--- src/rtl/operand_fetch.sv ---
// operand_fetch: issue stage feeding register_file reads, with writeback bypass and a stall-holding output register
// Ports:
//   clk, reset                      rising-edge clock, asynchronous active-high reset
//   in_valid/in_ready               upstream instruction handshake
//   in_rs0, in_rs1, in_use          source addresses and per-operand use flags
//   in_payload                      opaque payload carried with the operands
//   rf_read_en, rf_raddr_0/1        register_file read request
//   rf_rdata_0/1                    register_file combinational read data
//   wb_valid, wb_addr, wb_data      mirror of the register_file write port
//   out_valid/out_ready             downstream handshake to execute
//   out_op0, out_op1, out_payload   held operands and payload
module operand_fetch #(
   parameter int ADDR_W    = 6,
   parameter int DATA_W    = 32,
   parameter int PAYLOAD_W = 16
) (
   input  logic                 clk,
   input  logic                 reset,
   input  logic                 in_valid,
   output logic                 in_ready,
   input  logic [ADDR_W-1:0]    in_rs0,
   input  logic [ADDR_W-1:0]    in_rs1,
   input  logic [1:0]           in_use,
   input  logic [PAYLOAD_W-1:0] in_payload,
   output logic [1:0]           rf_read_en,
   output logic [ADDR_W-1:0]    rf_raddr_0,
   output logic [ADDR_W-1:0]    rf_raddr_1,
   input  logic [DATA_W-1:0]    rf_rdata_0,
   input  logic [DATA_W-1:0]    rf_rdata_1,
   input  logic                 wb_valid,
   input  logic [ADDR_W-1:0]    wb_addr,
   input  logic [DATA_W-1:0]    wb_data,
   output logic                 out_valid,
   input  logic                 out_ready,
   output logic [DATA_W-1:0]    out_op0,
   output logic [DATA_W-1:0]    out_op1,
   output logic [PAYLOAD_W-1:0] out_payload
);
   typedef enum logic {EMPTY, FULL} state_t;
   state_t state, state_nxt;
   logic [ADDR_W-1:0] held_rs0, held_rs1;
   logic [1:0] held_use;
   logic accept, hold;
   assign rf_raddr_0 = in_rs0;
   assign rf_raddr_1 = in_rs1;
   assign out_valid  = state == FULL;
   always_comb begin
      in_ready   = !reset && (state == EMPTY || out_ready);
      accept     = in_valid && in_ready;
      hold       = state == FULL && !out_ready;
      rf_read_en = accept ? in_use : 2'b00;
      state_nxt  = (accept || hold) ? FULL : EMPTY;
   end
   always_ff @(posedge clk or posedge reset)
      if (reset) state <= EMPTY;
      else state <= state_nxt;
   // The RF write lands on the same edge as the capture, so the RF read returns stale
   // data; forward wb_data on an address match. While stalled, keep tracking writes.
   always_ff @(posedge clk or posedge reset)
      if (reset) begin
         out_op0     <= '0;
         out_op1     <= '0;
         out_payload <= '0;
         held_rs0    <= '0;
         held_rs1    <= '0;
         held_use    <= '0;
      end else if (accept) begin
         out_op0     <= !in_use[0] ? '0 : (wb_valid && wb_addr == in_rs0) ? wb_data : rf_rdata_0;
         out_op1     <= !in_use[1] ? '0 : (wb_valid && wb_addr == in_rs1) ? wb_data : rf_rdata_1;
         out_payload <= in_payload;
         held_rs0    <= in_rs0;
         held_rs1    <= in_rs1;
         held_use    <= in_use;
      end else if (hold) begin
         out_op0 <= (held_use[0] && wb_valid && wb_addr == held_rs0) ? wb_data : out_op0;
         out_op1 <= (held_use[1] && wb_valid && wb_addr == held_rs1) ? wb_data : out_op1;
      end
endmodule
--- config.mk ---
export PLATFORM = sky130hd
export DESIGN_NAME = operand_fetch
export DESIGN_NICKNAME = d
export VERILOG_FILES = /design/src/rtl/operand_fetch.sv
export SDC_FILE = /design/constraint.sdc
export NUM_CORES = 1
export LEC_CHECK = 0
export CORE_MARGIN = 2
export CORE_UTILIZATION = 28
export CTS_CLUSTER_SIZE = 24
export DETAILED_ROUTE_END_ITERATION = 8
export PLACE_DENSITY_LB_ADDON = 0.05
export SETUP_SLACK_MARGIN = 0.5
export SLEW_MARGIN = 15
export SYNTH_ARGS = -nofsm -noshare
export SYNTH_HDL_FRONTEND = slang
export SYNTH_SLANG_ARGS = --single-unit
--- constraint.sdc ---
create_clock -name clk -period 9.4 [get_ports clk]
set_input_delay 1.88 -clock clk [delete_from_list [all_inputs] [get_ports clk]]
set_output_delay 1.88 -clock clk [all_outputs]
set_load 0.005 [all_outputs]
==> results of run 1 <==
-- cells in the final DEF, fill, tap and decap left out, drive strengths merged, types with 3 or more instances in the layout --
cell | synthesis | routed
clkdlybuf4s50 | 0 | 232
nand2 | 91 | 91
inv | 3 | 3
and3 | 64 | 64
nor2 | 3 | 3
xor2 | 10 | 10
nand4 | 4 | 4
clkinv | 0 | 3
buf | 28 | 3
xnor2 | 14 | 14
a221o | 64 | 64
clkbuf | 16 | 11
dfrtp | 95 | 95
-- worst paths after layout --
kind,start,to,slack [ns],cells past startpoint
min reg2reg,out_payload[9]$_DFFE_PP0N_,out_payload[9]$_DFFE_PP0N_,0.48,2
min,out_payload[9]$_DFFE_PP0N_,out_payload[9]$_DFFE_PP0N_,0.48,2
max reg2reg,out_valid$_DFF_PP0_,out_op1[3]$_DFFE_PP0P_,6.89,6
min in group asynchronous,reset,out_payload[5]$_DFFE_PP0N_,1.90,2
max in group asynchronous,reset,out_op0[8]$_DFFE_PP0P_,6.50,3
max,reset,rf_read_en[1],3.21,6
-- stage by stage --
stage          power (mW)  instance area, um^2  instances  hold slack, ns
2_1_floorplan      0.6017                 4452        403          0.4478
3_3_place_gp       0.7929                 6774        810          0.4583
3_5_place_dp       0.7957                 6774        810          0.4636
4_1_cts             1.151                 7051        826          0.4823
5_1_grt             1.192                 7054        826          0.5042
6_report            1.133                 7054        826          0.4767
-- worst max-delay path, stage by stage --
cell and delay [ns]:
clkdlybuf4s50_1 0.51, nor3b_4 0.22, buf_4 0.38, nand2_1 0.21
inv_2 0.48, clkdlybuf4s50_1 0.61
-- layout make-up --
type | count | share of cell area, %
multi-input combinational | 261 | 25.06
inverter | 3 | 0.1951
tap | 216 | 3.831
timing repair buffer | 235 | 33.29
sequential | 95 | 33.70
clock inverter | 5 | 0.4789
clock buffer | 11 | 3.441
-- power groups by stage --
| stage | clock [mW] | sequential [mW] | combinational (mW) |
|---|---|---|---|
| 2_1_floorplan | 0 | 0.507 | 0.0943 |
| 3_3_place_gp | 0 | 0.506 | 0.287 |
| 3_5_place_dp | 0 | 0.507 | 0.289 |
| 4_1_cts | 0.360 | 0.501 | 0.290 |
| 5_1_grt | 0.375 | 0.507 | 0.310 |
| 6_report | 0.349 | 0.500 | 0.284 |
-- cells by family after synthesis --
family,after synthesis,synth area share (%)
AOI/OAI and AO/OA,66,15.23
xor gates and xnor gates,24,4.890
buffers and inverters,47,7.364
DFF,95,53.40
and+or+nand+nor,171,19.11
-- flip-flops by register name, indices dropped and copies added, names as in the netlist --
name,flops
held_rs0,6
held_use,2
out_op1,32
out_valid,1
out_payload,16
out_op0,32
held_rs1,6
-- layer usage --
| layer | routed length [um] | vias to the layer above | part of all wire (%) |
|---|---|---|---|
| met5 | 0 | - | 0 |
| met4 | 282 | 0 | 1.8 |
| met3 | 1092 | 19 | 7.0 |
| met2 | 7413 | 167 | 47 |
| met1 | 6877 | 2020 | 44 |
| li1 | - | 1859 | - |
==> run_results.csv, run 1 <==
group,metric,value,unit
flow_run,max_cap_viol_count,0,
critical_path,crit_path_end_kind,"output pin",
floorplan,rows,46,
clock_tree,cts_root_buf,"clkbuf_16",
placed_design,io_buffers,232,
synth,synth_top_area_share,53.40,%
timing,relSlewSlack,27.85,%
finish,diodes,0,
synth,synthFlopType,"dfrtp_1",
global_route,grtUsageMet2,30.03,%
global_route,grt.busiest_layer,"met2",
routing,first_pass_iters,4,
synth,synth_cell_type_count,23,
synth,ys_top_cells_by_area,"dfrtp_1 (53%), a221o_1 (14%), and3_1 (9.0%)",
clock_tree,clock-sinks,95,
critical_path,start_kind,"input port",
timing,slew_violations,0,
finish,fillers,1475,
critical_path,crit_type,"in -> out",
timing,period_needed,6.189,ns
routing,drtIter0Drc,242,
timing,finalSetupViolations,0,
clock_tree,cts_resized,0,
pwr,power.share.switching,25.93,%
global_route,grt_max_degree,82,
timing,skew,0.006911,ns
global_route,grt_pass1_wl,23810,um
timing,clock.fmax,161.6,MHz
synth,yosysWarnings,0,
floorplan,start_util,28.33,%
critical_path,worstPathMaxFanout,33,
synth,netlist_area,0.004452,mm^2
routing,vias,4065,
clock_tree,insertion_delay,0.34,ns
finish,multi_input_area,0.001768,mm^2
synth,synth_edf_count,0,
pwr,p_int,0.8394,mW
placed_design,hpwlAfterDp,10480,um
timing,rsz0062_at_grt,"no",
synth,synth_common_cells,"dfrtp_1 (95), nand2_1 (91), a221o_1 (64), and3_1 (64), clkbuf_1 (16)",
pwr,p_switching,0.2939,mW
finish,utilization,44.90,%
timing,setup_tns,0,ns
pwr,seqPwrFrac,44.1,%
floorplan,dieWidth,130.1,um
placed_design,gp_congestion,0.7561,
floorplan,ios,233,
synth,ys_ff_latch,95,
clock_tree,cts_tree,"yes",
critical_path,arrival,4.31,ns
synth,syn_avg_cell_area,11.05,um^2
pwr,powerDensity,160.7,mW/mm^2
clock_tree,cts.clk_slew.worst_paths,0.07,ns
synth,async_flop_share,100.0,%
timing,hold_violations,0,
finish,syn_to_final_growth,58.46,%
routing,drc,0,
global_route,antenna_found_initial,0,
timing,worst_pin_slew,1.080,ns
floorplan,dieHeight,130.1,um
finish,post_route_cells_drive_above_1_share,4.918,%
pwr,cellLeakagePower,3.253,nW
global_route,track_usage,18.48,%
floorplan,core-area,0.01571,mm^2
critical_path,required,7.52,ns
pwr,p_comb_share,25.1,%
synth,synthesis.nets,540,
routing,routed_via_density,4.921,
clock_tree,hold_buffers,0,
global_route,grt-ovfl-total,0,
timing,setup_slack,3.211,ns
run_status,status,"finished, final reports clean",
synth,netlist.top_cell.by_area,"dfrtp_1",
routing,wirelength,15670,um
routing,wl_per_cell,18.97,um
clock_tree,htree_levels,3,
clock_tree,clockBufferDepth,2,
global_route,grt_pass1_vias,4293,
floorplan,die_area,0.01692,mm^2
pwr,clkPwrFrac,30.8,%
finish,num-nets-final,742,
global_route,met3_usage,4.510,%
pwr,irDropWorstVdd,78.41,uV
clock_tree,cts_buffers,9,
clock_tree,cts_setup_buffers,0,
synth,synth_seq_area_share,53.40,%
global_route,grtUsageMet1,24.10,%
worst_hold_path,hp-class,"reg -> reg",
placed_design,pre_cts_slack,3.177,ns
synth,synth_cells,403,
synth,synth.most_common_cell,"dfrtp_1",
timing,period_share,65.84,%
finish,seqCellArea,0.002377,mm^2
routing,drtAntennaViolNets,0,
Note: power is estimated with default switching activity, not from simulation.
==> inputs of run 2 (changes only) <==
Clock period 9.4 ns to 6.5 ns, I/O delays scaled along.
==> run 2 against run 1 <==
  * Register-to-register slack lost 2.7 ns
  * Largest cell class unchanged
  * Routed wire length grew 0.86%
  * Die area is the same
  * Via count fell by 0.22%
  * Clock power increased by 46%
==> run_results.csv, run 2 (synthesized netlist as in run 1, its figures left out) <==
group,metric,value,unit
floorplan,start_util,28.33,%
floorplan,die_area,0.01692,mm^2
critical_path,r2r-end,"out_op0[15]$_DFFE_PP0P_",
timing,period_needed,4.663,ns
clock_tree,cts_setup_buffers,0,
routing,drc,0,
floorplan,dieWidth,130.1,um
timing,rsz0062_at_grt,"no",
clock_tree,insertion_delay,0.34,ns
global_route,grt_pass1_vias,4236,
clock_tree,hold_buffers,0,
floorplan,dieHeight,130.1,um
finish,reg.largest.list,"out_op0 (32), out_op1 (32), out_payload (16)",
timing,finalSetupViolations,0,
worst_hold_path,hold_start,"out_payload[15]$_DFFE_PP0N_",
critical_path,regToRegStartpoint,"out_valid$_DFF_PP0_",
timing,setup_tns,0,ns
critical_path,arrival,3.36,ns
worst_hold_path,whs_endpoint,"out_payload[15]$_DFFE_PP0N_",
routing,wirelength,15800,um
clock_tree,clockBufferDepth,2,
worst_hold_path,hp-class,"reg -> reg",
routing,vias,4056,
placed_design,io_buffers,232,
timing,slew_violations,0,
run_status,status,"finished, final reports clean",
routing,drtAntennaViolNets,0,
critical_path,start_kind,"input port",
finish,final_cell_mix,"clkdlybuf4s50_1 (232), dfrtp_1 (95), nand2_1 (91), and3_1 (64), a221o_1 (64)",
critical_path,crit_type,"in -> out",
critical_path,rrSetupSlack,4.17,ns
clock_tree,clock-sinks,95,
timing,hold_violations,0,
clock_tree,cts_root_buf,"clkbuf_16",
clock_tree,cts_tree,"yes",
clock_tree,cts_buffers,9,
critical_path,worst_path_most_repeated_cell,"clkdlybuf4s50_1",
placed_design,gp_congestion,0.7395,
worst_hold_path,min_path_cells,2,
clock_tree,cts_resized,0,
placed_design,hpwlAfterDp,10540,um
global_route,grt_pass1_wl,23630,um
finish,stdcell_count,826,
clock_tree,htree_levels,3,
critical_path,crit_buf_inv,3,
flow_run,max_cap_viol_count,0,
critical_path,worstPathMaxFanout,33,
routing,wl_per_cell,19.13,um
pwr,cellLeakagePower,3.256,nW
critical_path,required,5.20,ns
global_route,grt_max_degree,55,
pwr,irDropWorstVdd,113.2,uV
critical_path,reg2reg_depth,5,
finish,num-nets-final,742,
global_route,grt-ovfl-total,0,
routing,first_pass_iters,4,
timing,worst_pin_slew,1.062,ns
global_route,antenna_found_initial,0,
critical_path,slowest_delay,0.62,ns
timing,clock.fmax,214.5,MHz
critical_path,cp_top_family,"buffers and inverters",
routing,drtIter0Drc,178,
placed_design,dp.cells,810,
finish,diodes,0,
critical_path,path_cells,"clkdlybuf4s50_1 > nor3b_4 > nand2_1 > inv_2 > clkdlybuf4s50_1",
floorplan,ios,233,
finish,syn_to_final_growth,58.40,%
routing,routed_via_density,4.910,
floorplan,rows,46,
finish,post_route_cells_drive_above_1_share,4.754,%
timing,period_share,71.73,%
pwr,powerDensity,232.7,mW/mm^2
timing,skew,0.008347,ns
global_route,track_usage,18.59,%
finish,final_common_cell,"clkdlybuf4s50_1",
critical_path,cpMaxStageDelayCell,"clkdlybuf4s50_1",
timing,relSlewSlack,29.06,%
clock_tree,cts.clk_slew.worst_paths,0.07,ns
floorplan,core-area,0.01571,mm^2
critical_path,crit_path_end_kind,"output pin",
## run 2: worst max-delay path by stage
| stage | startpoint | to | slack (ns) | depth (start not counted) |
|---|---|---|---|---|
| finish | reset | rf_read_en[1] | 1.84 | 5 |
| global route | reset | rf_read_en[1] | 1.73 | 5 |
| CTS | reset | rf_read_en[1] | 1.81 | 5 |
| detailed placement | reset | rf_read_en[1] | 1.81 | 5 |
| global placement | reset | rf_read_en[1] | 1.83 | 5 |
| floorplan | reset | held_rs0[0]$_DFFE_PP0N_ | 2.72 | 1 |
## run 2: layout make-up
cell class / instances / area, um^2
fill: 1493 / 8661
sequential: 95 / 2377
timing repair buffer: 235 / 2345
multi-input combinational: 261 / 1768
tap: 216 / 270.3
clock buffer: 13 / 260.3
clock inverter: 3 / 17.52
inverter: 3 / 13.76
## run 2: layer usage
metal / global-route usage (%) / wire (um) / vias to the layer above
met5: 0 / 0 / -
met2: 30.64 / 7527 / 156
met1: 23.27 / 6798 / 2012
li1: - / - / 1865
met4: 8.033 / 379 / 0
met3: 4.592 / 1094 / 23
## run 2: metrics by stage
step	hold WS, ns	area [um^2]	utilization [%]	setup slack (ns)	power [mW]
2_1_floorplan	0.4478	4452	-	2.723	0.8702
5_1_grt	0.4976	7052	44.88	1.728	1.734
6_report	0.4728	7052	44.88	1.837	1.641
3_5_place_dp	0.4616	6774	43.11	1.807	1.149
3_3_place_gp	0.4582	6774	43.11	1.833	1.146
4_1_cts	0.4792	7052	44.88	1.808	1.670
## run 2: worst min-delay path, cell delays in order (launching register included)
cell and delay [ns]:
dfrtp_1 0.34, nand2_1 0.05, nand2_1 0.05
## run 2: power by group
| group | total, mW | switching, mW | internal [mW] |
|---|---|---|---|
| Combinational | 0.411 | 0.141 | 0.270 |
| Clock | 0.508 | 0.228 | 0.280 |
| Sequential | 0.723 | 0.0483 | 0.674 |
| Total | 1.64 | 0.417 | 1.22 |
